$ cat config.mk
export PLATFORM = sky130hd
export DESIGN_NAME = flow_monitor
export DESIGN_NICKNAME = d
export VERILOG_FILES = /design/src/rtl/flow_mon_pkg.sv /design/src/rtl/flow_mon_chan.sv /design/src/rtl/flow_monitor.sv
export SDC_FILE = /design/constraint.sdc
export NUM_CORES = 1
export LEC_CHECK = 0
export ABC_AREA = 1
export CAP_MARGIN = 30
export CORE_ASPECT_RATIO = 0.6
export CORE_MARGIN = 5
export CORE_UTILIZATION = 55
export DETAILED_ROUTE_END_ITERATION = 7
export HOLD_SLACK_MARGIN = 0.15
export PLACE_DENSITY = 0.83
export SETUP_SLACK_MARGIN = 0.3
export SKIP_LAST_GASP = 1
export SYNTH_ARGS = -nofsm -noshare
export SYNTH_HDL_FRONTEND = slang
export SYNTH_SLANG_ARGS = --single-unit
$ cat constraint.sdc
create_clock -name clk -period 1.9 [get_ports clk]
set_input_delay 0.285 -clock clk [delete_from_list [all_inputs] [get_ports clk]]
set_output_delay 0.285 -clock clk [all_outputs]
set_load 0.01 [all_outputs]
$ cat src/rtl/flow_mon_pkg.sv
// rtl/flow_mon_pkg.sv - shared types and sample classifier for the flow monitor
//
// Purpose: channel state / sample class enum and the classify helper used by
// every flow_mon_chan instance.
// Ports: none (package).
// Build option: FLOW_MON_STICKY_ALARM_EN (used by flow_mon_chan, not here).

package flow_mon_pkg;

  // One enum serves both as the debounced channel state and as the class of a
  // single sample; IDLE is only ever a state, never a sample class.
  typedef enum logic [1:0] {
    IDLE = 2'd0,
    LOW  = 2'd1,
    OK   = 2'd2,
    HIGH = 2'd3
  } flow_state_e;

  // Callers zero-extend the W-bit sample, so the compare stays unsigned and
  // gives the same answer as a compare at width W.
  function automatic flow_state_e classify(input int unsigned flow,
                                           input int unsigned low_th,
                                           input int unsigned high_th);
    flow_state_e cls;
    if (flow < low_th) begin
      cls = LOW;
    end else if (flow > high_th) begin
      cls = HIGH;
    end else begin
      cls = OK;
    end
    return cls;
  endfunction

endpackage

$ cat src/rtl/flow_mon_chan.sv
// rtl/flow_mon_chan.sv - one flow channel: classifier, debounce and alarm
//
// Purpose: classifies each valid sample, debounces class changes over
// DEBOUNCE consecutive qualifying samples and drives the channel alarm.
// Ports:
//   clk, rst        - clock, synchronous active-high reset
//   sample_valid    - this cycle's sample is valid
//   flow [W-1:0]    - flow sample, L/min, unsigned
//   clr             - alarm clear request
//   low/in_range/high - registered one-hot debounced state (all 0 in IDLE)
//   alarm           - channel alarm
// Build option: FLOW_MON_STICKY_ALARM_EN selects the sticky alarm; otherwise
// alarm = low | high and clr is unused.

module flow_mon_chan
  import flow_mon_pkg::*;
#(
  parameter int unsigned W        = 6,
  parameter int unsigned LOW_TH   = 20,
  parameter int unsigned HIGH_TH  = 50,
  parameter int unsigned DEBOUNCE = 4
) (
  input  logic         clk,
  input  logic         rst,
  input  logic         sample_valid,
  input  logic [W-1:0] flow,
  input  logic         clr,
  output logic         low,
  output logic         in_range,
  output logic         high,
  output logic         alarm
);

  localparam int unsigned CW = $clog2(DEBOUNCE + 1);
  localparam logic [CW-1:0] CNT_MAX = CW'(DEBOUNCE);
  localparam logic [CW-1:0] CNT_ONE = CW'(1);

  flow_state_e   state_q, state_d;
  flow_state_e   cand_q, cand_d;
  flow_state_e   cls;
  logic [CW-1:0] cnt_q, cnt_d, cnt_inc;
  logic          low_q, low_d;
  logic          in_range_q, in_range_d;
  logic          high_q, high_d;

  // The counter never rests at CNT_MAX: reaching it commits the candidate and
  // clears it in the same cycle, so cnt_inc always fits in CW bits.
  always_comb begin
    state_d = state_q;
    cand_d  = cand_q;
    cnt_d   = cnt_q;
    cls     = classify(32'(flow), LOW_TH, HIGH_TH);
    cnt_inc = cnt_q + CNT_ONE;
    if (sample_valid) begin
      if (cls == state_q) begin
        cnt_d = '0;
      end else if (cls == cand_q) begin
        if (cnt_inc == CNT_MAX) begin
          state_d = cand_q;
          cnt_d   = '0;
        end else begin
          cnt_d = cnt_inc;
        end
      end else begin
        cand_d = cls;
        // A fresh candidate already counts as one sample; with DEBOUNCE=1
        // that is enough to commit immediately.
        if (CNT_MAX == CNT_ONE) begin
          state_d = cls;
          cnt_d   = '0;
        end else begin
          cnt_d = CNT_ONE;
        end
      end
    end
    low_d      = (state_d == LOW);
    in_range_d = (state_d == OK);
    high_d     = (state_d == HIGH);
  end

  always_ff @(posedge clk) begin
    if (rst) begin
      state_q    <= IDLE;
      cand_q     <= OK;
      cnt_q      <= '0;
      low_q      <= 1'b0;
      in_range_q <= 1'b0;
      high_q     <= 1'b0;
    end else begin
      state_q    <= state_d;
      cand_q     <= cand_d;
      cnt_q      <= cnt_d;
      low_q      <= low_d;
      in_range_q <= in_range_d;
      high_q     <= high_d;
    end
  end

  assign low      = low_q;
  assign in_range = in_range_q;
  assign high     = high_q;

`ifdef FLOW_MON_STICKY_ALARM_EN
  logic alarm_q, alarm_d, alarm_set;

  // Set on entry into LOW/HIGH; clear only while currently OK. Set has
  // priority so an OK->LOW transition with clr held still raises the alarm.
  always_comb begin
    alarm_set = (state_d != state_q) && ((state_d == LOW) || (state_d == HIGH));
    alarm_d   = alarm_q;
    if (alarm_set) begin
      alarm_d = 1'b1;
    end else if (clr && (state_q == OK)) begin
      alarm_d = 1'b0;
    end
  end

  always_ff @(posedge clk) begin
    if (rst) begin
      alarm_q <= 1'b0;
    end else begin
      alarm_q <= alarm_d;
    end
  end

  assign alarm = alarm_q;
`else
  logic unused_clr;
  assign unused_clr = clr;
  assign alarm      = low_q | high_q;
`endif

endmodule

$ cat src/rtl/flow_monitor.sv
// rtl/flow_monitor.sv - NCH-channel debounced flow-rate monitor (top)
//
// Purpose: splits the packed flow bus into NCH lanes and runs one
// independent flow_mon_chan per lane.
// Ports:
//   clk, rst               - clock, synchronous active-high reset
//   in_valid               - all channel samples valid this cycle
//   flow_rate [NCH*W-1:0]  - channel i at bits [i*W +: W]
//   alarm_clr [NCH-1:0]    - per-channel alarm clear request
//   low/in_range/high [NCH-1:0] - registered debounced channel state
//   alarm [NCH-1:0]        - per-channel alarm
// Build option: FLOW_MON_STICKY_ALARM_EN (sticky alarm, see flow_mon_chan).

module flow_monitor
  import flow_mon_pkg::*;
#(
  parameter int unsigned NCH      = 4,
  parameter int unsigned W        = 6,
  parameter int unsigned LOW_TH   = 20,
  parameter int unsigned HIGH_TH  = 50,
  parameter int unsigned DEBOUNCE = 4
) (
  input  logic             clk,
  input  logic             rst,
  input  logic             in_valid,
  input  logic [NCH*W-1:0] flow_rate,
  input  logic [NCH-1:0]   alarm_clr,
  output logic [NCH-1:0]   low,
  output logic [NCH-1:0]   in_range,
  output logic [NCH-1:0]   high,
  output logic [NCH-1:0]   alarm
);

  if ((LOW_TH > HIGH_TH) || (DEBOUNCE == 0) ||
      (64'(HIGH_TH) >= (64'd1 << W)) || (NCH == 0) || (NCH > 16)) begin : g_bad_params
    $error("flow_monitor: illegal parameter set");
  end

  for (genvar i = 0; i < NCH; i++) begin : g_chan
    flow_mon_chan #(
      .W        (W),
      .LOW_TH   (LOW_TH),
      .HIGH_TH  (HIGH_TH),
      .DEBOUNCE (DEBOUNCE)
    ) u_chan (
      .clk          (clk),
      .rst          (rst),
      .sample_valid (in_valid),
      .flow         (flow_rate[i*W +: W]),
      .clr          (alarm_clr[i]),
      .low          (low[i]),
      .in_range     (in_range[i]),
      .high         (high[i]),
      .alarm        (alarm[i])
    );
  end

endmodule
Yosys cells after proc, flatten, opt, wreduce, memory -nomap -nowiden
Cells that the tools add are included.
{"block": "totals", "out_inout_bits": 16, "regBits": 40, "word_cells": 112}
{"block": "op_classes", "muxes": 36, "n_bitwise": 12, "n_addsub": 4, "order_cmp": 8, "n_reduce_logical": 4, "n_eq_ne": 24}
{"cell": "$mux W2", "n": 20}
{"cell": "$mux W3", "n": 12}
{"cell": "$gt A6 B6 Y1 const B", "n": 4}
{"cell": "$lt A6 B5 Y1 const B", "n": 4}
{"cell": "$eq A2 B2 Y1", "n": 8}
{"cell": "$eq A2 B2 Y1 const B", "n": 8}
{"cell": "$add A3 B1 Y3 const B", "n": 4}
{"cell": "$eq A3 B3 Y1 const B", "n": 4}
{"cell": "$reduce_and A3 Y1", "n": 4}
{"cell": "$eq A2 B1 Y1 const B", "n": 4}
{"cell": "$not A1 Y1", "n": 8}
{"cell": "$mux W1", "n": 4}
{"cell": "$or A1 B1 Y1", "n": 4}

Depth between registers and ports, before layout
{"block": "depth", "word_depth": 8, "ltp_mapped": 12}

Cells and area by module
Synthesis repeated with hierarchy kept, for this count alone.
{"block": "hier_totals", "hier_cells": 372, "hier_area_um2": 2472.4}
{"mod": "flow_mon_chan", "area_each_um2": 618.1, "instances": 4, "cells_each": 93}

Least setup slack after synthesis
Ideal clock, no wire load.
{"block": "synth_path", "kind": "register to register", "start": "reg g_chan[1].u_chan.cnt_q[0]", "end": "reg g_chan[1].u_chan.high_q", "synth_period_minus_slack_ps": 1304, "setup_ps": 112, "path_slack_ps": 596, "t_arrival_ps": 1192, "stages_incl_launch_ff": 13, "cell_sequence": "dfxtp_1 ha_1 inv_1 nand2_1 nand3_1 nand2_1 nand2_1 nand4_1 nand2_1 nand2_1 nand2_1 nand2_1 nor2_1"}
{"block": "synth_via", "elab_chain_len": 7}
{"item": "start: declaration", "line_no": "flow_mon_chan.sv:41", "text": "logic [CW-1:0] cnt_q, cnt_d, cnt_inc;"}
{"item": "start signal: assignment", "line_no": "flow_mon_chan.sv:92", "text": "cnt_q <= cnt_d;"}
{"item": "$add A3 B1 Y3", "line_no": "flow_mon_chan.sv:53", "text": "cnt_inc = cnt_q + CNT_ONE;"}
{"item": "$eq A3 B3 Y1", "line_no": "flow_mon_chan.sv:58", "text": "if (cnt_inc == CNT_MAX) begin"}
{"item": "$mux W2", "line_no": "flow_mon_chan.sv:58"}
{"item": "$mux W2", "line_no": "flow_mon_chan.sv:57", "text": "end else if (cls == cand_q) begin"}
{"item": "$mux W2", "line_no": "flow_mon_chan.sv:55", "text": "if (cls == state_q) begin"}
{"item": "$mux W2", "line_no": "flow_mon_chan.sv:54", "text": "if (sample_valid) begin"}
{"item": "$eq A2 B2 Y1", "line_no": "flow_mon_chan.sv:78", "text": "high_d = (state_d == HIGH);"}
{"item": "end signal: assignment", "line_no": "flow_mon_chan.sv:95", "text": "high_q <= high_d;"}
{"item": "end: declaration", "line_no": "flow_mon_chan.sv:44", "text": "logic high_q, high_d;"}
No other way between the ends.
A chain may end at the register's enable or synchronous reset.

Worst setup path after layout
{"block": "layout_path", "start": "in flow_rate[9]", "end": "reg g_chan[1].u_chan.high_q"}
{"block": "layout_via", "elab_chain_len": 8, "word_cells_on_any_way": 10, "classes_between": "2 x order compare; 3 x eq/ne; 5 x mux"}
{"item": "start: declaration", "line_no": "flow_monitor.sv:26", "text": "input logic [NCH*W-1:0] flow_rate,"}
{"item": "$gt A6 B6 Y1", "line_no": "flow_mon_pkg.sv:27", "text": "end else if (flow > high_th) begin"}
{"item": "$mux W1", "line_no": "flow_mon_pkg.sv:27"}
{"item": "$mux W2 *", "line_no": "flow_mon_pkg.sv:25", "text": "if (flow < low_th) begin"}
{"item": "$eq A2 B2 Y1", "line_no": "flow_mon_chan.sv:57"}
{"item": "$mux W2", "line_no": "flow_mon_chan.sv:57"}
{"item": "$mux W2 *", "line_no": "flow_mon_chan.sv:55"}
{"item": "$mux W2 *", "line_no": "flow_mon_chan.sv:54"}
{"item": "$eq A2 B2 Y1 *", "line_no": "flow_mon_chan.sv:78"}
Every way passes the cells marked *; elsewhere a longest branch is shown, timed or not.

==> results.cfg <==
[placement]
place_congestion = 0.869
io_buffer_count = 42
dp_hpwl_um = 4040

[timing]
fmax_mhz = 644
setup_violations = 0
hold_viol = 0
hold_ws_ns = 0.481
fin_crit_ns = 1.55
relSlewSlack = 0.833
min_period_over_period = 0.817
worst_pin_slew_ns = 0.250
rsz0062_at_grt = false
skew_ns = 0.00337
maxSlewViolCount = 0
setup_tns_ns = 0

[floorplanning]
design.die.area_mm2 = 0.00630
die_w_um = 99.2
rows = 19
core_area_mm2 = 0.00459
initial_core_util = 0.572
num_io_pins = 47
fp.dieH_um = 63.5

[power]
leakage_nw = 1.63
p_seq_frac = 0.477
switching_share = 0.295
p_switching_mw = 0.553
worst_ir_drop_vdd_mv = 0.402
p_int_mw = 1.32
p_per_area_mw_per_mm2 = 575
clkPwrFrac = 0.323
pwr-share-comb = 0.201

[logic_synthesis]
yosysWarnings = 0
ys_types = 27
yosysSeqAreaShare = 0.305
synth_cells = 387
yosys-top-cells-area = dfxtp_1, nand2_1, inv_1
syn-cell-area_mm2 = 0.00263
syn_avg_cell_area_um2 = 6.79
post-synth-top-area-cell = dfxtp_1
ys_ff_latch = 40
yosysTopAreaCellShare = 0.305
synth_fp_nets = 426

[clocking]
clock_sink_count = 40
cts_tree = done
clkTransAtPathRegs_ns = 0.08
worstSkewPairLatency_ns = 0.31
numCtsBuffers = 5
ctsHoldBuffers = 0
clockBufferDepth = 2
ctsHtreeMaxLevel = 2
cts.root.buffer_cell = clkbuf_8

[routing]
drcViolationCount = 0
drt_iter0_drc = 109
ant_nets = 0
top_layer_used = met4
wl_per_cell_um = 11.6
dr_wl_met2_um = 2510
wl_um = 5670
detail_route.vias_per_cell = 5.02
wl_met1_um = 2720
detail_route.first_pass.iterations = 4
wl_met3_um = 328
dr_total_vias = 2448

[flow_run]
drv_cap = 0

[critical_path]
startpoint_type = input pin
required_ns = 2.14
r2r.worst_path.cells = 11
r2r_setup_slack_ns = 0.41
worstReg2RegStart = g_chan[1].u_chan.cnt_q[1]
r2r-end = g_chan[1].u_chan.high
cp-end-kind = flop
arrival_ns = 1.80
path_max_fanout = 6
path_class = input pin to flop

[hold_path]
hold_path_class = input pin to flop
hold_path.startpoint = flow_rate[14]
whs_endpoint = g_chan[2].u_chan.cand_q[1]
holdPathStages = 5

[final_layout]
antenna_cells = 0
nets = 463
most-common-layout-cells = nand2_1, inv_1, dfxtp_1, nand2_2, clkdlybuf4s50_1
layout.cells.most_common = nand2_1
area_growth_pct = 23.9
fin_util = 0.709
drive_above_1_share = 0.219

[grt]
overflow = 0
antenna_found_initial = 0
grt_pass1_wl_um = 9100
grt_max_degree = 16
gr-usage-all-layers = 0.177
grt_pass1_vias = 2136

[status]
status = finished clean
[registers in the layout (all words and copies together), names as in the netlist]
name,flops
g_chan.u_chan.cand_q,8
g_chan.u_chan.high,4
g_chan.u_chan.low,4
g_chan.u_chan.in_range,4
g_chan.u_chan.cnt_q,12
g_chan.u_chan.state_q,8
[through the flow]
stage               power, mW  setup slack [ns]  instance area [um2]  instances
global placement         1.24            0.0943                 3000        475
global route             1.96             0.224                 3250        488
floorplan                1.14             0.596                 2630        387
detailed placement       1.24            0.0483                 3000        475
finish                   1.87             0.347                 3250        488
CTS                      1.84             0.366                 3090        483
[layer usage]
layer	track usage	vias up
li1	-	1287
met1	0.225	1079
met2	0.276	72
met3	0.0463	10
met4	0.0869	0
met5	0	-
[cell usage after synthesis]
cell type,number
buf_6,1
clkbuf_1,3
o21ai_2,4
nand2_4,7
nand3_1,23
ha_1,8
inv_1,44
dfxtp_1,40
nand3_4,1
inv_2,2
nand3_2,6
a21oi_4,2
o21ai_1,2
o211ai_1,2
xnor2_2,2
or2_2,4
clkbuf_8,1
buf_2,1
nand2_2,24
nand4_1,17
xnor2_1,1
nand2_1,129
a21oi_1,16
nor2_1,24
o21ai_0,1
nand3b_1,6
buf_4,16
[worst max path at each step]
stage / startpoint / end / slack, ns
2_1_floorplan: g_chan[1].u_chan.cnt_q[0] / g_chan[1].u_chan.high / 0.60
3_3_place_gp: flow_rate[8] / g_chan[1].u_chan.cand_q[0] / 0.09
3_5_place_dp: flow_rate[3] / g_chan[0].u_chan.low / 0.05
4_1_cts: flow_rate[3] / g_chan[0].u_chan.low / 0.37
5_1_grt: g_chan[1].u_chan.cnt_q[1] / g_chan[1].u_chan.high / 0.22
6_report: flow_rate[9] / g_chan[1].u_chan.high / 0.35
[power by group through the flow]
stage / clock network, mW / registers [mW] / logic [mW]
6_report: 0.604 / 0.892 / 0.376
3_5_place_dp: 0 / 0.906 / 0.339
5_1_grt: 0.650 / 0.896 / 0.417
3_3_place_gp: 0 / 0.906 / 0.333
2_1_floorplan: 0 / 0.900 / 0.235
4_1_cts: 0.614 / 0.887 / 0.340
[kinds of logic (layout without fill, tap and decap cells)]
group | after synthesis | count (layout) | share of synthesized area
compound gates | 27 | 27 | 0.0676
flops | 40 | 40 | 0.305
xor+xnor | 3 | 3 | 0.0157
fa+ha+maj | 8 | 8 | 0.0381
simple gates | 241 | 241 | 0.446
buf+inv | 68 | 106 | 0.127
[layout make-up]
type | instances | area (um2)
well taps | 63 | 78.8
flip-flops and latches | 40 | 807
repair buffers | 52 | 505
clock buffers | 8 | 90.1
multi-input cells | 279 | 1600
fillers | 360 | 1330
inverters | 46 | 173
[critical path, cell delays in order]
cell,delay (ns)
clkdlybuf4s50_1,0.43
o21ai_2,0.17
nand2_2,0.14
nand2_2,0.13
nand2_2,0.09
nand3_4,0.09
nand2_1,0.06
nand2_1,0.07
nand2_1,0.07
nand2_2,0.09
nand2_2,0.06
nor2_1,0.10
[timing repair]
| action | CTS | global route |
|---|---|---|
| resized for setup | 4 | 38 |
| setup endpoints to repair | 4 | 29 |
| setup buffers | 0 | 5 |
| pin swaps | 0 | 14 |
Power figures use the tool's default switching activity.
